**src/rtl/seq_pkg.sv**
```systemverilog
// Shared types and state constants for the sequence-detector family.
// The detectors reuse the ST_* encodings below.
package seq_pkg;

  localparam logic [1:0] ST_IDLE   = 2'd0;
  localparam logic [1:0] ST_SHIFT  = 2'd1;
  localparam logic [1:0] ST_PARITY = 2'd2;

  typedef enum logic [1:0] {
    IDLE   = ST_IDLE,
    SHIFT  = ST_SHIFT,
    PARITY = ST_PARITY
  } ser_state_t;

  function automatic int tick_w(input int n);
    return (n > 1) ? $clog2(n) : 1;
  endfunction

endpackage

```
**src/rtl/seq_bit_serializer_tick.sv**
```systemverilog
// Bit-period timer: bit_end pulses on the last clock of each bit.
// A clear strobe restarts the period at its first clock.
module seq_bit_tick
  import seq_pkg::*;
#(
  parameter int CLKS_PER_BIT = 1
) (
  input  logic clk,
  input  logic rst,
  input  logic clear,
  output logic bit_end
);

  localparam int TW = tick_w(CLKS_PER_BIT);
  localparam logic [TW-1:0] LAST = TW'(CLKS_PER_BIT - 1);

  logic [TW-1:0] tick_cnt;

  assign bit_end = (tick_cnt == LAST);

  always_ff @(posedge clk or posedge rst) begin
    if (rst) begin
      tick_cnt <= '0;
    end else if (clear || bit_end) begin
      tick_cnt <= '0;
    end else begin
      tick_cnt <= tick_cnt + TW'(1);
    end
  end

endmodule

```
**src/rtl/seq_bit_serializer.sv**
```systemverilog
// Word-to-bitstream serializer with back-to-back frame support.
// Define SEQ_SER_PARITY_EN to append an even-parity bit per frame.
module seq_bit_serializer
  import seq_pkg::*;
#(
  parameter int WIDTH        = 8,
  parameter int CLKS_PER_BIT = 1,
  parameter int MSB_FIRST    = 1
) (
  input  logic             clk,
  input  logic             rst,
  input  logic [WIDTH-1:0] in_data,
  input  logic             in_valid,
  output logic             in_ready,
  output logic             ser_out,
  output logic             ser_valid,
  output logic             frame_start,
  output logic             frame_end
);

  localparam int BW = $clog2(WIDTH + 1);
  localparam logic [BW-1:0] LAST_BIT = BW'(WIDTH - 1);

  ser_state_t       state;
  logic [WIDTH-1:0] shreg;
  logic [BW-1:0]    bit_cnt;
  logic             bit_end;
  logic             last_period;
  logic             accept;
  logic             head;

  seq_bit_tick #(
    .CLKS_PER_BIT(CLKS_PER_BIT)
  ) u_tick (
    .clk    (clk),
    .rst    (rst),
    .clear  (accept),
    .bit_end(bit_end)
  );

  assign head = (MSB_FIRST != 0) ? shreg[WIDTH-1] : shreg[0];

`ifdef SEQ_SER_PARITY_EN
  logic par;

  assign last_period = (state == PARITY);
  assign ser_out     = (state == SHIFT)  ? head :
                       (state == PARITY) ? par  : 1'b0;

  always_ff @(posedge clk or posedge rst) begin
    if (rst) begin
      par <= 1'b0;
    end else if (accept) begin
      par <= ^in_data;
    end
  end
`else
  assign last_period = (state == SHIFT) && (bit_cnt == LAST_BIT);
  assign ser_out     = (state == SHIFT) && head;
`endif

  // Ready looks ahead to the final clock so frames can abut.
  assign in_ready    = (state == IDLE) || (last_period && bit_end);
  assign accept      = in_valid && in_ready;
  assign ser_valid   = (state != IDLE);
  assign frame_start = (state == SHIFT) && (bit_cnt == '0);
  assign frame_end   = last_period;

  always_ff @(posedge clk or posedge rst) begin
    if (rst) begin
      state   <= IDLE;
      shreg   <= '0;
      bit_cnt <= '0;
    end else if (accept) begin
      state   <= SHIFT;
      shreg   <= in_data;
      bit_cnt <= '0;
    end else if (bit_end) begin
      unique case (state)
        IDLE: begin
          state <= IDLE;
        end
        SHIFT: begin
          if (bit_cnt == LAST_BIT) begin
`ifdef SEQ_SER_PARITY_EN
            state <= PARITY;
`else
            state <= IDLE;
`endif
          end else begin
            bit_cnt <= bit_cnt + BW'(1);
            if (MSB_FIRST != 0) begin
              shreg <= {shreg[WIDTH-2:0], 1'b0};
            end else begin
              shreg <= {1'b0, shreg[WIDTH-1:1]};
            end
          end
        end
        default: begin
          state <= IDLE;
        end
      endcase
    end
  end

endmodule
```
**config.mk**
```make
export PLATFORM = sky130hd
export DESIGN_NAME = seq_bit_serializer
export DESIGN_NICKNAME = d
export VERILOG_FILES = /design/src/rtl/seq_pkg.sv /design/src/rtl/seq_bit_serializer_tick.sv /design/src/rtl/seq_bit_serializer.sv
export SDC_FILE = /design/constraint.sdc
export NUM_CORES = 1
export LEC_CHECK = 0
export CAP_MARGIN = 25
export CORE_UTILIZATION = 30
export CTS_CLUSTER_SIZE = 8
export DETAILED_ROUTE_END_ITERATION = 10
export GPL_TIMING_DRIVEN = 0
export SLEW_MARGIN = 5
export SYNTH_ARGS = -nofsm -noshare
export SYNTH_HDL_FRONTEND = slang
export SYNTH_SLANG_ARGS = --single-unit
```
**constraint.sdc**
```tcl
create_clock -name clk -period 1.66 [get_ports clk]
set_input_delay 0.166 -clock clk [delete_from_list [all_inputs] [get_ports clk]]
set_output_delay 0.166 -clock clk [all_outputs]
set_load 0.02 [all_outputs]
```
* After elaboration in Yosys (flattened, before gate mapping)
Cells that the tools add are included.
Word-level totals: flip-flop bits (word level) 15, input port bits 11, output and inout port bits 5, logic and storage cells 38
Operators by class: $add $sub $neg 2, equality and inequality tests 5, mux-type cells 13, bitwise logic cells 1, reductions and logical operators 13
Operators by type and width (count):
- $mux 8 | 4
- $mux 4 | 4
- $mux 2 | 4
- $logic_and 1x1->1 | 5
- $add 4x1->4 const B | 1
- $eq 4x3->1 const B | 1
- $logic_not 4->1 | 1
- $ne 2x1->1 const B | 2
- $reduce_bool 2->1 | 2
- $ne 3x1->1 const B | 1
- $reduce_and 3->1 | 1
- $eq 2x1->1 const B | 1
- $logic_not 2->1 | 1
- $logic_or 1x1->1 | 2
- $reduce_and 2->1 | 1
- $add 1x1->1 const B | 1
- $mux 1 | 1
- $not 1->1 | 1

* Logic depth before layout (Yosys ltp)
Gate-level depths: netlist of run 1.
depth after elaboration 7, depth in mapped cells 5, gate-level depth less buffers 4

* Hierarchy
Synthesis of run 1 repeated with hierarchy kept, for this count alone.
Second synthesis, totals: cell total of the unflattened synthesis 68, area, all modules 719.4 µm²
Modules (own cells, without submodules):
- seq_bit_serializer | times used 1, cells an instance 64, area each 683.2 µm²
- seq_bit_tick | times used 1, cells an instance 4, area each 36.3 µm²

* Worst setup path before layout of run 1
No wires, ideal clock.
path type register -> register, from reg bit_cnt[0], to reg bit_cnt[3], library setup time 78 ps, arrival time 1426 ps, required time 1582 ps, path slack 156 ps, stages on the path, launching flop included 5, path buffers 0, cell sequence dfrtp_1 ha_1 and3b_1 or4_1 a21oi_1
Between the ends: longest elaborated chain between the ends 7
Ends and longest elaborated chain:
- start: declaration | line seq_bit_serializer.sv:26 | logic [BW-1:0] bit_cnt;
- start signal: assignment | line seq_bit_serializer.sv:91 | bit_cnt <= bit_cnt + BW'(1);
- parallel branches: the longest is 7 deep, another holds $add 4x1->4
Parallel ways; which one is timed is not known. The select of a mux whose other input is x is not followed. A chain may end at the register's enable or synchronous reset.

* Worst setup path after layout of run 1
from reg bit_cnt[0], to out frame_end
Between the ends: longest elaborated chain between the ends 2
Ends and longest elaborated chain:
- $eq 4x3->1 | line seq_bit_serializer.sv:58 | assign last_period = (state == SHIFT) && (bit_cnt == LAST_BIT);
- $logic_and 1x1->1 | line seq_bit_serializer.sv:58
- end: declaration | line seq_bit_serializer.sv:18 | output logic frame_end
No other way between the ends.

==> results.cfg, run 1 <==
[yosys]
synthMuxAreaShare = 0
yosysWarnings = 0
synth_compound_area_frac = 0.208
netlist_instances = 68
synth_area_leaders = dfrtp_1 (49%), a221o_1 (9.9%), and3_1 (6.2%)
synth_area_leader_cell = dfrtp_1
ys_seq_elements = 14
yosys-top-cells-count = dfrtp_1 (14), a221o_1 (7), and3_1 (7), a21oi_1 (5)
synth_top_family_by_area = simple AND/OR/NAND/NOR gates
synth-simple-area-share = 0.223
syn_area_per_cell_um2 = 10.4
synth_cell_type_count = 26
async_flop_share = 1.00
synth_nets = 81
synthXorXnorAreaFrac = 0
synth.most_common_cell = dfrtp_1
synth-adder-area-share = 0.0353
synth_ff_type = dfrtp_1
ys_seq_area_frac = 0.495
synth_top_area_frac = 0.495
syn_area_um2 = 708
synth_edf_count = 0

[cells_and_area]
final_util = 0.437
drive_gt1_frac = 0.196
fill_cells = 231
syn2layout_area_growth_pct = 36.4
diodes = 0
finalNetCount = 106

[detailed_routing]
wl_per_cell_um = 14.1
vias = 629
drc = 0
drtPass1Iterations = 4
via_per_inst = 5.24
initialDrtViolationCount = 19
wl_um = 1690
antenna_left = 0

[timing]
fin_skew_ps = 5.85
final-max-slew-violation-count = 0
max-slew-margin-rel = 0.628
rsz0062_at_grt = true
finalSetupViolCount = 0
hold_viol = 0
fmax_mhz = 618
finalSetupTns_ps = 0
final.period_utilization = 0.975
finalCriticalPeriod_ps = 1620
worst_pin_slew_ps = 558

[clock_network]
cts_max_level = 1
cts_root_buf = clkbuf_4
cts_sinks = 14
clockBufferDepth = 2
cts_tree = built
clkLatencyLatePin_ps = 280
clk_pin_slew_ps = 90
cts_buffers = 3

[grt]
grt_pass1_vias = 613
grt_first_pass_wirelength_um = 2690
grt_overflow = 0
grt_max_degree = 15
grt_usage = 0.147
antenna_found_initial = 0

[worst_setup_path]
critPathMaxStageDelay_ps = 450
critPathRequiredTime_ps = 1490
r2r-end = bit_cnt[3]
endpoint = frame_end
critical_path_class = flip-flop to output port
cp-end-kind = output port
start_kind = flip-flop
startpoint = bit_cnt[0]
critPathMaxFanout = 5
r2r-start = bit_cnt[0]
worstPathCellList = ha_4, and3b_2, and2_1, buf_2
r2r_cells = 4
r2r_setup_slack_ps = 60
cp.arrival_ps = 1450
cp_slowest_cell = dfrtp_1

[power]
ir_drop_uv = 768
power.leakage_uw = 0.000473
powerDensity_mw_per_mm2 = 1390

[min_path]
hold_path.class = input port to asynchronous set/reset pin

[placed_design]
hpwl_um = 1110
port_buffers = 15
place_congestion = 0.740

[floorplan]
die-area_mm2 = 0.00256
die_w_um = 50.6
fp-row-count = 17
initial_core_util = 0.320
die_h_um = 50.6
pin_count = 16
core_mm2 = 0.00221

[job]
drv_cap = 0

[run_status]
run_status = finished, final reports clean
==> layout make-up <==
cell class / count / area [µm²] / share of cell area
repair buffers: 20 / 171 / 0.177
plain buffers: 2 / 10.0 / 0.0104
clock buffers: 4 / 36.3 / 0.0376
flip-flops and latches: 14 / 350 / 0.363
well taps: 28 / 35.0 / 0.0363
inverters: 4 / 15.0 / 0.0155
multi-input cells: 48 / 348 / 0.360
==> registers in the layout, indices dropped and copies added (netlist names) <==
register         count
bit_cnt              4
shreg                8
u_tick.tick_cnt      1
state                1
==> through the flow <==
| step | setup slack, ps | cell area [µm²] | hold WS [ps] | std cells | total power [µW] |
|---|---|---|---|---|---|
| floorplan | 156 | 708 | 55.2 | 68 | 868 |
| global placement | -82.3 | 893 | 477 | 111 | 1030 |
| detailed placement | -85.9 | 893 | 491 | 111 | 1040 |
| finish | 42.0 | 966 | 222 | 120 | 1340 |
| global route | -9.00 | 966 | 288 | 120 | 1430 |
| CTS | -56.9 | 956 | 242 | 118 | 1300 |
==> cells in the final DEF, fill, tap and decap left out <==
cell / n
conb_1: 1
ha_1: 1
nand3b_1: 1
o21ai_0: 2
clkbuf_4: 3
ha_4: 1
inv_1: 4
buf_2: 3
and3_1: 7
and2_1: 2
or4_1: 1
nor2b_1: 1
clkbuf_8: 1
a22o_1: 1
buf_4: 5
o31ai_1: 1
a21boi_1: 1
nand2b_1: 3
nand4bb_1: 1
dfrtp_1: 14
o22ai_1: 1
a21oi_1: 5
and3b_2: 1
o211ai_2: 1
clkdlybuf4s50_1: 11
a221o_1: 7
nor3_1: 1
or2_2: 1
nand3_1: 3
dlygate4sd2_1: 1
clkbuf_2: 2
nand2_1: 4
==> worst min path at each step <==
| stage | start | end | slack [ps] | cells past startpoint |
|---|---|---|---|---|
| after detailed placement | shreg[6] | shreg[6] | 490 | 1 |
| final | rst | shreg[5] | 220 | 2 |
| after floorplan | rst | bit_cnt[0] | 60 | 1 |
| after global placement | shreg[0] | shreg[0] | 480 | 1 |
| after global routing | rst | bit_cnt[2] | 290 | 2 |
| after CTS | rst | bit_cnt[2] | 240 | 2 |
==> cell families after synthesis <==
kind of cell / after synthesis
AOI/OAI and AO/OA: 19
adders and majority gates: 2
buffers and inverters: 6
DFF: 14
other: 1
and+or+nand+nor: 26
==> layer usage <==
metal  share of wire  vias up  track usage  wire [µm]
met5               0        -            0          0
met4           0.018        0       0.0556         31
met3           0.055        4       0.0606         93
met2            0.46       15        0.249        778
met1            0.46      307        0.164        782
li1                -      303            -          -
==> power breakdown <==
group,internal [µW],switching [µW]
Clock,134,114
Sequential,459,109
Combinational,274,254
Total,867,477
==> worst max-delay path: cells and delay by family (launching register included) <==
family,cells,cell delay [ps]
and+or+nand+nor,2,370
buffers and inverters,1,150
DFF,1,450
adders and majority gates,1,200
==> timing repair <==
| action | in CTS | in global routing |
|---|---|---|
| setup endpoints to repair | 12 | 7 |
| buffers inserted | 3 | 2 |
| pin swaps | 0 | 1 |
| resized for setup | 10 | 7 |
| gates cloned | 0 | 0 |
| hold buffers | 0 | 0 |
(Power assumes the default switching activity.)
==> inputs of run 2 (changes only) <==
--- a/config.mk
+++ b/config.mk
@@ -9,6 +9,7 @@
 export CORE_UTILIZATION = 30
 export CTS_CLUSTER_SIZE = 8
 export DETAILED_ROUTE_END_ITERATION = 10
+export GPL_ROUTABILITY_DRIVEN = 0
 export GPL_TIMING_DRIVEN = 0
 export SLEW_MARGIN = 5
 export SYNTH_ARGS = -nofsm -noshare
==> results of run 2 <==
Same layout as run 1: the final DEF is identical, and so are final timing and power.
==> inputs of run 3 (changes only) <==
--- a/config.mk
+++ b/config.mk
@@ -15,3 +15,4 @@
 export SYNTH_ARGS = -nofsm -noshare
 export SYNTH_HDL_FRONTEND = slang
 export SYNTH_SLANG_ARGS = --single-unit
+export TNS_END_PERCENT = 1
==> results.cfg, run 3 (same netlist as run 1, synthesis figures left out) <==
[timing]
finalSetupTns_ps = 0
whs_ps = 230
final-max-slew-violation-count = 0
finalSetupViolCount = 0
rsz0062_at_grt = true
fmax_mhz = 619
fin_skew_ps = 4.84
hold_viol = 0
final.period_utilization = 0.973
max-slew-margin-rel = 0.619
finalCriticalPeriod_ps = 1610
worst_pin_slew_ps = 570

[cells_and_area]
final_cells = 118
multi_input_area_um2 = 347
top_regs = shreg (8), bit_cnt (4)
regArea_um2 = 350
finalNetCount = 104
final_util = 0.432
post-route-cell-area_um2 = 955
fill_cells = 229
syn2layout_area_growth_pct = 34.8
largest_reg_flops = 8
layout_common_cells = dfrtp_1 (14), clkdlybuf4s50_1 (11), and3_1 (7), a221o_1 (7), a21oi_1 (5)
drive_gt1_frac = 0.167
layout_commonest_cell = dfrtp_1
regMostFlops = shreg
diodes = 0

[worst_setup_path]
worstPathCellList = ha_2, and3b_2, and2_1, buf_2
cp-end-kind = output port
critPathRequiredTime_ps = 1490
cp.arrival_ps = 1450
critical_path_class = flip-flop to output port
critPathMaxStageDelay_ps = 420
cp_slowest_cell = dfrtp_1
start_kind = flip-flop
critPathMaxFanout = 5

[grt]
grt_first_pass_wirelength_um = 2650
antenna_found_initial = 0
grt_overflow = 0
grt_pass1_vias = 595
grt_usage = 0.146
grt_max_degree = 15

[floorplan]
pin_count = 16
die_h_um = 50.6
die-area_mm2 = 0.00256
initial_core_util = 0.320
fp-row-count = 17
core_mm2 = 0.00221
die_w_um = 50.6

[detailed_routing]
via_per_inst = 5.20
antenna_left = 0
vias = 614
wl_per_cell_um = 13.8
wl_um = 1630
initialDrtViolationCount = 11
drc = 0
drtPass1Iterations = 4

[clock_network]
cts_tree = built
cts_sinks = 14
cts_max_level = 1
cts_root_buf = clkbuf_4
clkLatencyLatePin_ps = 280
clockBufferDepth = 2
clk_pin_slew_ps = 90
cts_buffers = 3

[power]
power.leakage_uw = 0.000470
ir_drop_uv = 768
powerDensity_mw_per_mm2 = 1370

[placed_design]
port_buffers = 15
hpwl_um = 1110
dp_cells = 111
placed_cell_area_um2 = 893

[min_path]
hold_path.class = input port to asynchronous set/reset pin

[run_status]
run_status = finished, final reports clean

[job]
drv_cap = 0
-- run 3: layer usage --
metal  GRT usage  up-vias  part of all wire
met2       0.240       18              0.48
met3      0.0606        2             0.056
met4      0.0556        0            0.0098
met1       0.167      296              0.45
met5           0        -                 0
li1            -      298                 -
-- run 3: final cells by class --
class	instances	area share
repair buffers	18	0.169
well taps	28	0.0367
plain buffers	2	0.0105
clock buffers	4	0.0380
multi-input cells	48	0.363
flip-flops and latches	14	0.367
inverters	4	0.0157
-- run 3: metrics by stage --
step                      total power [µW]  worst slack [ps]
after floorplan                        868               156
after global placement                1030             -82.3
after detailed placement              1040             -85.9
after CTS                             1290             -56.9
after global routing                  1400             -31.0
final                                 1310              45.3
-- run 3: final timing paths --
path / start / cells after the start / end / slack (ps)
max: bit_cnt[1] / 4 / frame_end / 50
min: rst / 2 / shreg[5] / 230
max reg2reg: bit_cnt[1] / 4 / bit_cnt[3] / 60
min reg2reg: shreg[0] / 1 / shreg[0] / 510
max in group asynchronous: rst / 2 / shreg[3] / 1050
min in group clk: in_data[4] / 2 / shreg[4] / 490
-- run 3: timing repair --
item | CTS | global route
hold buffers | 0 | 0
resized for setup | 11 | 5
pin swaps | 0 | 2
setup buffers | 0 | 3
setup endpoints to repair | 12 | 12
-- run 3: critical path, delay by kind of cell, from the launching register on --
family	cells	cell delay, ps
flip-flops	1	420
buffers and inverters	1	150
adder cells (fa/ha/maj)	1	220
AND/OR/NAND/NOR	2	380
-- run 3: where the power goes --
group	switching (µW)	leakage (µW)	internal (µW)
Sequential	99.3	0.000179	460
Clock	112	0.0000210	133
Combinational	247	0.000270	258
